File: src/rtl/encoder_counter.sv
// Quadrature encoder front end: 2-flop sync, prescaled debounce, x1 decode on
// rising A, and a wrapping or saturating value register.
module enc_debounce #(
  parameter int DB_COUNT = 4
) (
  input  logic clk,
  input  logic rst_n,
  input  logic tick_i,
  input  logic sig_i,
  output logic db_o
);
  localparam int CW = (DB_COUNT > 1) ? $clog2(DB_COUNT) : 1;

  logic [CW-1:0] cnt_q, cnt_d;
  logic          db_q, db_d;

  always_comb begin
    cnt_d = cnt_q;
    db_d  = db_q;
    if (tick_i) begin
      if (sig_i == db_q) begin
        cnt_d = '0;
      end else if (cnt_q == CW'(DB_COUNT - 1)) begin
        db_d  = sig_i;
        cnt_d = '0;
      end else begin
        cnt_d = cnt_q + 1'b1;
      end
    end
  end

  always_ff @(posedge clk or negedge rst_n) begin
    if (!rst_n) begin
      cnt_q <= '0;
      db_q  <= 1'b0;
    end else begin
      cnt_q <= cnt_d;
      db_q  <= db_d;
    end
  end

  assign db_o = db_q;
endmodule

module encoder_counter #(
  parameter int WIDTH    = 8,
  parameter int PRESCALE = 1,
  parameter int DB_COUNT = 4,
  parameter bit SATURATE = 1'b0
) (
  input  logic             clk,
  input  logic             rst_n,
  input  logic             ena,
  input  logic             enc_a,
  input  logic             enc_b,
  input  logic             load,
  input  logic [WIDTH-1:0] load_val,
  output logic [WIDTH-1:0] value,
  output logic             a_db,
  output logic             b_db,
  output logic             step,
  output logic             dir
);
  localparam int PW = (PRESCALE > 1) ? $clog2(PRESCALE) : 1;

  // Line 0 = A, line 1 = B
  logic [1:0] raw, s1_q, s2_q, db;
  assign raw = {enc_b, enc_a};

  always_ff @(posedge clk or negedge rst_n) begin
    if (!rst_n) begin
      s1_q <= '0;
      s2_q <= '0;
    end else begin
      s1_q <= raw;
      s2_q <= s1_q;
    end
  end

  logic [PW-1:0] pre_q, pre_d;
  logic          tick;

  assign tick  = ena && (pre_q == PW'(PRESCALE - 1));
  always_comb begin
    pre_d = pre_q;
    if (ena) pre_d = tick ? '0 : pre_q + 1'b1;
  end

  always_ff @(posedge clk or negedge rst_n) begin
    if (!rst_n) pre_q <= '0;
    else        pre_q <= pre_d;
  end

  for (genvar g = 0; g < 2; g++) begin : g_db
    enc_debounce #(.DB_COUNT(DB_COUNT)) u_db (
      .clk    (clk),
      .rst_n  (rst_n),
      .tick_i (tick),
      .sig_i  (s2_q[g]),
      .db_o   (db[g])
    );
  end

  assign a_db = db[0];
  assign b_db = db[1];

  logic             a_q, a_d;
  logic [WIDTH-1:0] value_q, value_d;
  logic             step_q, step_d;
  logic             dir_q, dir_d;
  logic             rise;

  assign rise = a_db & ~a_q;

  always_comb begin
    a_d     = a_q;
    value_d = value_q;
    step_d  = 1'b0;
    dir_d   = dir_q;
    if (ena) begin
      a_d = a_db;
      // Load wins over a coincident rise; that count is dropped.
      if (load) begin
        value_d = load_val;
      end else if (rise) begin
        step_d = 1'b1;
        dir_d  = ~b_db;
        if (!b_db) begin
          if (!(SATURATE && value_q == '1)) value_d = value_q + 1'b1;
        end else begin
          if (!(SATURATE && value_q == '0)) value_d = value_q - 1'b1;
        end
      end
    end
  end

  always_ff @(posedge clk or negedge rst_n) begin
    if (!rst_n) begin
      a_q     <= 1'b0;
      value_q <= '0;
      step_q  <= 1'b0;
      dir_q   <= 1'b0;
    end else begin
      a_q     <= a_d;
      value_q <= value_d;
      step_q  <= step_d;
      dir_q   <= dir_d;
    end
  end

  assign value = value_q;
  assign step  = step_q;
  assign dir   = dir_q;
endmodule

File: config.mk
export PLATFORM = sky130hd
export DESIGN_NAME = encoder_counter
export DESIGN_NICKNAME = d
export VERILOG_FILES = /design/src/rtl/encoder_counter.sv
export SDC_FILE = /design/constraint.sdc
export NUM_CORES = 1
export LEC_CHECK = 0
export BUFFER_PORTS_ARGS = -buffer_cell sky130_fd_sc_hd__buf_2
export CORE_ASPECT_RATIO = 1.2
export CORE_MARGIN = 3
export CORE_UTILIZATION = 53
export DETAILED_ROUTE_END_ITERATION = 8
export HOLD_SLACK_MARGIN = 0.05
export MAX_ROUTING_LAYER = met4
export PLACE_DENSITY = 0.76
export SLEW_MARGIN = 20
export SYNTH_ARGS = -nofsm -noshare
export SYNTH_HDL_FRONTEND = slang
export SYNTH_SLANG_ARGS = --single-unit
File: constraint.sdc
create_clock -name clk -period 2.5 [get_ports clk]
set_input_delay 0.125 -clock clk [delete_from_list [all_inputs] [get_ports clk]]
set_output_delay 0.125 -clock clk [all_outputs]
set_load 0.02 [all_outputs]
==> impl_metrics.prom, run 1 <==
# TYPE chip_impl_metric gauge
chip_impl_metric{name="drt.antenna.violating_nets",unit=""} 0
chip_impl_metric{name="fin_skew",unit="ps"} 0.5346
chip_impl_metric{name="required",unit="ps"} 2700
chip_impl_metric{name="global_route.overflow_total",unit=""} 0
chip_impl_metric{name="slew_headroom",unit=""} 0.6774
chip_impl_metric{name="postSynthAreaPerCell",unit="um^2"} 10.28
chip_impl_metric{name="report.final.hold_viol_count",unit=""} 0
chip_impl_metric{name="ys_ff_latch",unit=""} 22
chip_impl_metric{name="utilization",unit=""} 0.6649
chip_impl_metric{name="number_of_flops_mapped_to_enable_cells_by_yosys",unit=""} 0
chip_impl_info{name="root_buffer",value="clkbuf_4"} 1
chip_impl_metric{name="cts_num_sinks",unit=""} 22
chip_impl_metric{name="dieHeight",unit="um"} 58.18
chip_impl_info{name="hold_class",value="in2reg"} 1
chip_impl_metric{name="worst_ir_drop_vdd",unit="mV"} 0.7588
chip_impl_metric{name="drt_pre_antenna_iters",unit=""} 4
chip_impl_metric{name="wl_per_cell",unit="um"} 13.70
chip_impl_metric{name="route.final.wire_length",unit="mm"} 2.397
chip_impl_info{name="tritoncts",value="done"} 1
chip_impl_metric{name="ys.warnings.count",unit=""} 0
chip_impl_metric{name="first_pass_grt_wire_length",unit="mm"} 4.167
chip_impl_metric{name="place.port_buffers",unit=""} 25
chip_impl_metric{name="cellLeakagePower",unit="uW"} 0.0007003
chip_impl_info{name="worst_setup_path_startpoint",value="g_db[1].u_db.db_o"} 1
chip_impl_info{name="grt_setup_unrepaired",value="no"} 1
chip_impl_metric{name="largest_buffer_count_on_any_clock_path",unit=""} 2
chip_impl_metric{name="ctsHoldBuffers",unit=""} 3
chip_impl_metric{name="die_x",unit="um"} 49.48
chip_impl_metric{name="antenna_violations_before_repair",unit=""} 0
chip_impl_metric{name="design.core.area",unit="um^2"} 2117
chip_impl_info{name="hold_path_startpoint",value="load_val[0]"} 1
chip_impl_metric{name="layout-area-overhead-vs-synth",unit="%"} 17.07
chip_impl_info{name="synth_ff_type",value="dfrtp_1"} 1
chip_impl_metric{name="cts_setup_buffers",unit=""} 0
chip_impl_metric{name="final_nets",unit=""} 170
chip_impl_info{name="setup.worst_path.class",value="reg2reg"} 1
chip_impl_metric{name="finalWorstPathRequiredPeriod",unit="ps"} 2158
chip_impl_info{name="kind_of_end_point_of_the_critical_path",value="register"} 1
chip_impl_metric{name="grt_start_max_net_pins",unit=""} 23
chip_impl_metric{name="clk_transition_reported_paths",unit="ps"} 110
chip_impl_metric{name="synth_area",unit="um^2"} 1202
chip_impl_metric{name="count_of_unresolved_drc_violations_after_routing",unit=""} 0
chip_impl_metric{name="worst_pin_slew",unit="ps"} 483.9
chip_impl_metric{name="critical_path.max_fanout",unit=""} 11
chip_impl_metric{name="die_area",unit="um^2"} 2879
chip_impl_metric{name="min_period_over_period",unit=""} 0.8632
chip_impl_metric{name="syn-instance-count",unit=""} 117
chip_impl_metric{name="post_dp_cell_area",unit="um^2"} 1355
chip_impl_metric{name="drv_slew",unit=""} 0
chip_impl_metric{name="setup_tns",unit="ps"} 0
chip_impl_metric{name="htreeDepth",unit=""} 1
chip_impl_metric{name="diodes",unit=""} 0
chip_impl_metric{name="asyncSetResetFlopFracSynth",unit=""} 1.000
chip_impl_metric{name="maxCapViolCount",unit=""} 0
chip_impl_metric{name="vias_per_cell",unit=""} 5.520
chip_impl_metric{name="finalInstanceArea",unit="um^2"} 1408
chip_impl_metric{name="gp_congestion",unit=""} 0.7909
chip_impl_metric{name="vias",unit=""} 966
chip_impl_metric{name="total_power_per_unit_cell_area",unit="nW/um^2"} 1292
chip_impl_info{name="setup.worst_path.start_class",value="register"} 1
chip_impl_metric{name="crit_arrival",unit="ps"} 2360
chip_impl_metric{name="start_util",unit=""} 0.5680
chip_impl_metric{name="yosysSeqAreaShare",unit=""} 0.4579
chip_impl_metric{name="p_total",unit="uW"} 1819
chip_impl_metric{name="hpwl",unit="mm"} 1.825
chip_impl_metric{name="final-setup-viol-count",unit=""} 0
chip_impl_metric{name="io_pins",unit=""} 26
chip_impl_info{name="status",value="completed"} 1
chip_impl_metric{name="final_layout_size_suffix_gt1_frac",unit=""} 0.2621
chip_impl_info{name="rr_startpoint",value="g_db[1].u_db.db_o"} 1
chip_impl_metric{name="yosysUniqueCellTypes",unit=""} 36
chip_impl_metric{name="postSynthNetCount",unit=""} 140
chip_impl_metric{name="insertion_delay",unit="ps"} 300
chip_impl_metric{name="cts_inserted_buffers",unit=""} 3
chip_impl_metric{name="finalHoldWorstSlack",unit="ps"} 64.36
chip_impl_metric{name="grt_util_all_layers",unit=""} 0.1934
chip_impl_metric{name="max_clock_freq",unit="MHz"} 463.4
chip_impl_metric{name="cts.repair.resized",unit=""} 0
chip_impl_metric{name="num_rows",unit=""} 18
chip_impl_metric{name="initialDrtViolationCount",unit=""} 5
chip_impl_metric{name="first_global_vias",unit=""} 997
-- final cells by class --
class / instances / area (um^2)
multi-input cells: 87 / 619.3
well taps: 30 / 37.54
inverters: 4 / 15.01
flip-flops and latches: 22 / 550.5
clock buffers: 3 / 22.52
fillers: 190 / 709.4
repair buffers: 29 / 162.7
-- layer usage --
metal  vias to the layer above  part of all wire  track usage
met1                       467              0.44       0.2170
met5                         -                 0            -
li1                        473                 -            -
met3                         5             0.033      0.02314
met4                         0             0.019      0.08300
met2                        21              0.51       0.3467
-- flip-flops by register name (all words and copies together), names as in the netlist --
name             count
g_db.u_db.db_o       2
dir                  1
s1_q                 2
g_db.u_db.cnt_q      4
pre_q                1
step                 1
s2_q                 2
value                8
a_q                  1
-- placed cells by master (no fill, tap or decap), drive strengths merged --
cell	n
buf	26
dfrtp	22
nand2	10
a21oi	8
ha	8
o21ai	8
nor3	7
nor2b	5
inv	4
xor2	4
nand3	4
nor2	4
nand2b	3
mux2	3
clkbuf	3
dlygate4sd3	3
and3	3
mux2i	2
a211o	2
a22o	2
a211oi	2
a21o	1
and2	1
a21boi	1
o31ai	1
nand4b	1
nor3b	1
o41ai	1
a31o	1
o21a	1
xnor2	1
a221o	1
fa	1
-- cells by family after synthesis --
family                   Yosys count  share of synthesized area
AND/OR/NAND/NOR                   39                     0.1727
AO/OA/AOI/OAI                     29                     0.1613
flip-flops                        22                     0.4579
adder cells (fa/ha/maj)            9                    0.09990
buffers and inverters              8                    0.02705
XOR/XNOR                           5                    0.03642
multiplexers                       5                    0.04474
-- power breakdown --
group | leakage (uW) | internal (uW) | total, uW | switching (uW)
Clock | 0.0000138 | 56.2 | 154 | 97.6
Sequential | 0.000271 | 482 | 612 | 130
Combinational | 0.000415 | 476 | 1050 | 578
Total | 0.000700 | 1010 | 1820 | 805
-- critical path, stage by stage (launching register included) --
cell and delay (ps):
dfrtp_1 590, ha_1 350, a21oi_1 240, a21oi_1 100, a211o_1 290, o21ai_1 130
o41ai_1 90, a211o_1 270
-- worst paths after layout --
kind,end,slack (ps),depth (start not counted)
max,value[7],340,7
min,value[0],60,3
max reg2reg,value[7],340,7
min reg2reg,s2_q[1],360,0
max in group asynchronous,s2_q[1],1870,2
min in group asynchronous,value[5],300,2
-- cell usage after synthesis (2+ instances only) --
master	number	area [um^2]
dfrtp_1	22	550.5
inv_1	4	15.01
nor2_1	3	11.26
xor2_1	4	35.03
o21ai_1	3	15.01
clkbuf_1	2	7.510
clkbuf_2	2	10.01
nand2b_1	3	18.77
a211o_1	2	17.52
ha_1	8	100.1
nor3_1	7	35.03
nand3_1	4	20.02
mux2i_1	2	20.02
mux2_2	3	33.78
a21oi_1	8	40.04
o21ai_0	5	25.02
and3_1	2	12.51
nand2_1	10	37.54
a22o_1	2	17.52
nor2b_1	5	31.28
-- through the flow --
stage	worst slack (ps)	cells
3_3_place_gp	483.9	169
4_1_cts	351.6	175
2_1_floorplan	472.5	117
3_5_place_dp	364.9	169
6_report	342.0	175
5_1_grt	171.4	175
Power figures use the tool's default switching activity.
==> inputs of run 2 (changes only) <==
Settings changed: BUFFER_PORTS_ARGS -buffer_cell sky130_fd_sc_hd__buf_2 to unset, CORE_UTILIZATION 53 to 40, DONT_BUFFER_PORTS set to 1, PLACE_DENSITY 0.76 to 0.52.
==> run 2 against run 1 <==
Flip-flop and latch count did not move. Critical path depth did not move. Via count fell by 6.6%. Sequential power rose by 16%. Clock power rose by 29%. Sequential share of layout area rose by 0.17 points. First-iteration DRC count rose by 140%. Maximum frequency fell by 4.8%. Clock skew rose by 5.0 ps. Wire length rose by 0.92%. Register-to-register slack got worse by 110 ps. Global-route usage fell by 4.7 points.
==> impl_metrics.prom, run 2 (synthesis gave the netlist of run 1 again) <==
# TYPE chip_impl_metric gauge
chip_impl_info{name="grt_setup_unrepaired",value="no"} 1
chip_impl_metric{name="nFillCells",unit=""} 281
chip_impl_metric{name="fin_skew",unit="ps"} 5.568
chip_impl_metric{name="final_layout_size_suffix_gt1_frac",unit=""} 0.1288
chip_impl_metric{name="drt_pre_antenna_iters",unit=""} 2
chip_impl_metric{name="drv_slew",unit=""} 0
chip_impl_metric{name="reg2reg_setup_slack",unit="ps"} 230
chip_impl_info{name="hold_path_startpoint",value="load"} 1
chip_impl_info{name="kind_of_end_point_of_the_critical_path",value="register"} 1
chip_impl_metric{name="maxCapViolCount",unit=""} 0
chip_impl_info{name="rr_startpoint",value="g_db[1].u_db.db_o"} 1
chip_impl_metric{name="wl_per_cell",unit="um"} 14.57
chip_impl_metric{name="area.sequential",unit="um^2"} 550.5
chip_impl_metric{name="insertion_delay",unit="ps"} 310
chip_impl_metric{name="io_pins",unit=""} 26
chip_impl_metric{name="required",unit="ps"} 2710
chip_impl_metric{name="grt_start_max_net_pins",unit=""} 23
chip_impl_metric{name="design.core.area",unit="um^2"} 2838
chip_impl_metric{name="utilization",unit=""} 0.4938
chip_impl_metric{name="diodes",unit=""} 0
chip_impl_info{name="layout_commonest_cell",value="dfrtp_1"} 1
chip_impl_metric{name="post_dp_cell_area",unit="um^2"} 1250
chip_impl_metric{name="first_global_vias",unit=""} 923
chip_impl_metric{name="cts_num_sinks",unit=""} 22
chip_impl_metric{name="route.final.wire_length",unit="mm"} 2.419
chip_impl_metric{name="min_period_over_period",unit=""} 0.9070
chip_impl_info{name="setup.worst_path.class",value="reg2reg"} 1
chip_impl_info{name="hold_class",value="in2reg"} 1
chip_impl_metric{name="layout-area-overhead-vs-synth",unit="%"} 16.54
chip_impl_metric{name="worst_ir_drop_vdd",unit="mV"} 0.6072
chip_impl_info{name="setup.worst_path.start_class",value="register"} 1
chip_impl_metric{name="first_pass_grt_wire_length",unit="mm"} 4.140
chip_impl_metric{name="grt_util_all_layers",unit=""} 0.1462
chip_impl_metric{name="crit_arrival",unit="ps"} 2480
chip_impl_metric{name="gp_congestion",unit=""} 0.7438
chip_impl_metric{name="number_of_flip_flops_in_the_largest_register",unit=""} 8
chip_impl_metric{name="final-setup-viol-count",unit=""} 0
chip_impl_metric{name="cts_inserted_buffers",unit=""} 3
chip_impl_metric{name="report.final.hold_viol_count",unit=""} 0
chip_impl_metric{name="multi_input_comb_area",unit="um^2"} 619.3
chip_impl_metric{name="dieHeight",unit="um"} 66.06
chip_impl_metric{name="final_nets",unit=""} 156
chip_impl_metric{name="post-place-cells",unit=""} 150
chip_impl_metric{name="count_of_unresolved_drc_violations_after_routing",unit=""} 0
chip_impl_info{name="timing.hold.worst_endpoint",value="value[4]"} 1
chip_impl_metric{name="start_util",unit=""} 0.4237
chip_impl_metric{name="clk_transition_reported_paths",unit="ps"} 130
chip_impl_metric{name="slew_headroom",unit=""} 0.6381
chip_impl_metric{name="vias_per_cell",unit=""} 5.434
chip_impl_metric{name="finalWorstPathRequiredPeriod",unit="ps"} 2268
chip_impl_info{name="critical_path.reg2reg.endpoint",value="value[7]"} 1
chip_impl_info{name="status",value="completed"} 1
chip_impl_metric{name="place.port_buffers",unit=""} 0
chip_impl_metric{name="die_x",unit="um"} 56.05
chip_impl_metric{name="worstHoldPathCells",unit=""} 2
chip_impl_metric{name="drt.antenna.violating_nets",unit=""} 0
chip_impl_info{name="tritoncts",value="done"} 1
chip_impl_metric{name="num_rows",unit=""} 21
chip_impl_metric{name="vias",unit=""} 902
chip_impl_metric{name="reg2reg_depth",unit=""} 7
chip_impl_metric{name="initialDrtViolationCount",unit=""} 12
chip_impl_metric{name="setup_tns",unit="ps"} 0
chip_impl_metric{name="largest_buffer_count_on_any_clock_path",unit=""} 2
chip_impl_metric{name="die_area",unit="um^2"} 3703
chip_impl_metric{name="htreeDepth",unit=""} 1
chip_impl_metric{name="worst_pin_slew",unit="ps"} 542.8
chip_impl_metric{name="antenna_violations_before_repair",unit=""} 0
chip_impl_metric{name="finalInstanceArea",unit="um^2"} 1401
chip_impl_metric{name="global_route.overflow_total",unit=""} 0
chip_impl_info{name="most-common-layout-cells",value="dfrtp_1 (22), dlygate4sd3_1 (11), nand2_1 (10), a21oi_1 (8), ha_1 (8)"} 1
chip_impl_metric{name="hpwl",unit="mm"} 1.737
chip_impl_info{name="root_buffer",value="clkbuf_4"} 1
chip_impl_metric{name="finalHoldWorstSlack",unit="ps"} 55.17
chip_impl_metric{name="max_clock_freq",unit="MHz"} 441.0
chip_impl_metric{name="total_power_per_unit_cell_area",unit="nW/um^2"} 1275
chip_impl_metric{name="instances_no_fill",unit=""} 166
chip_impl_metric{name="cellLeakagePower",unit="uW"} 0.0006521
chip_impl_metric{name="critical_path.max_fanout",unit=""} 11
==> run 2: cell count changes in the layout (fill, tap and decap cells not counted), sizes merged <==
cell / previous run / this run
buf: 26 / 4
dlygate4sd3: 3 / 11
clkbuf: 3 / 4
==> run 2: final cells by class <==
type                            count  share of cell area
Clock buffer                        4             0.02589
Timing Repair Buffer               15             0.09821
Tap cell                           34             0.03036
Multi-Input combinational cell     87              0.4420
Inverter                            4             0.01071
Sequential cell                    22              0.3929
==> run 2: what timing repair did <==
item	CTS	global route
gates resized for setup	0	0
hold buffers	10	2
endpoints found under the hold margin	34	23
setup buffers	0	0
==> run 2: stage by stage <==
| step | worst slack, ps | power (uW) |
|---|---|---|
| 2_1_floorplan | 472.5 | 1411 |
| 3_3_place_gp | 307.9 | 1564 |
| 3_5_place_dp | 245.5 | 1587 |
| 4_1_cts | 221.2 | 1816 |
| 5_1_grt | 0.3091 | 1980 |
| 6_report | 232.5 | 1787 |
==> run 2: worst max-delay path by stage <==
| stage | start | end | cells after the start |
|---|---|---|---|
| 3_3_place_gp | g_db[1].u_db.db_o | value[7] | 7 |
| 2_1_floorplan | g_db[1].u_db.db_o | value[7] | 7 |
| 6_report | g_db[1].u_db.db_o | value[7] | 7 |
| 3_5_place_dp | g_db[1].u_db.db_o | value[7] | 7 |
| 5_1_grt | g_db[1].u_db.db_o | value[7] | 7 |
| 4_1_cts | g_db[1].u_db.db_o | value[7] | 7 |
==> run 2: routing by layer <==
layer	share of wire	up-vias	track usage
li1	-	450	-
met1	0.42	430	0.1624
met2	0.52	18	0.2602
met3	0.048	4	0.02930
met4	0.013	0	0.05341
met5	0	-	-
==> run 2: worst max-delay path: stages, from the launching register on <==
cell,delay (ps)
dfrtp_1,700
ha_1,380
a21oi_1,220
a21oi_1,100
a211o_1,290
o21ai_1,130
o41ai_1,80
a211o_1,270
==> run 2: power by group <==
group          internal (uW)  switching (uW)  leakage, uW
logic                    435             443     0.000360
registers                480             232     0.000271
clock network           88.9             109    0.0000210
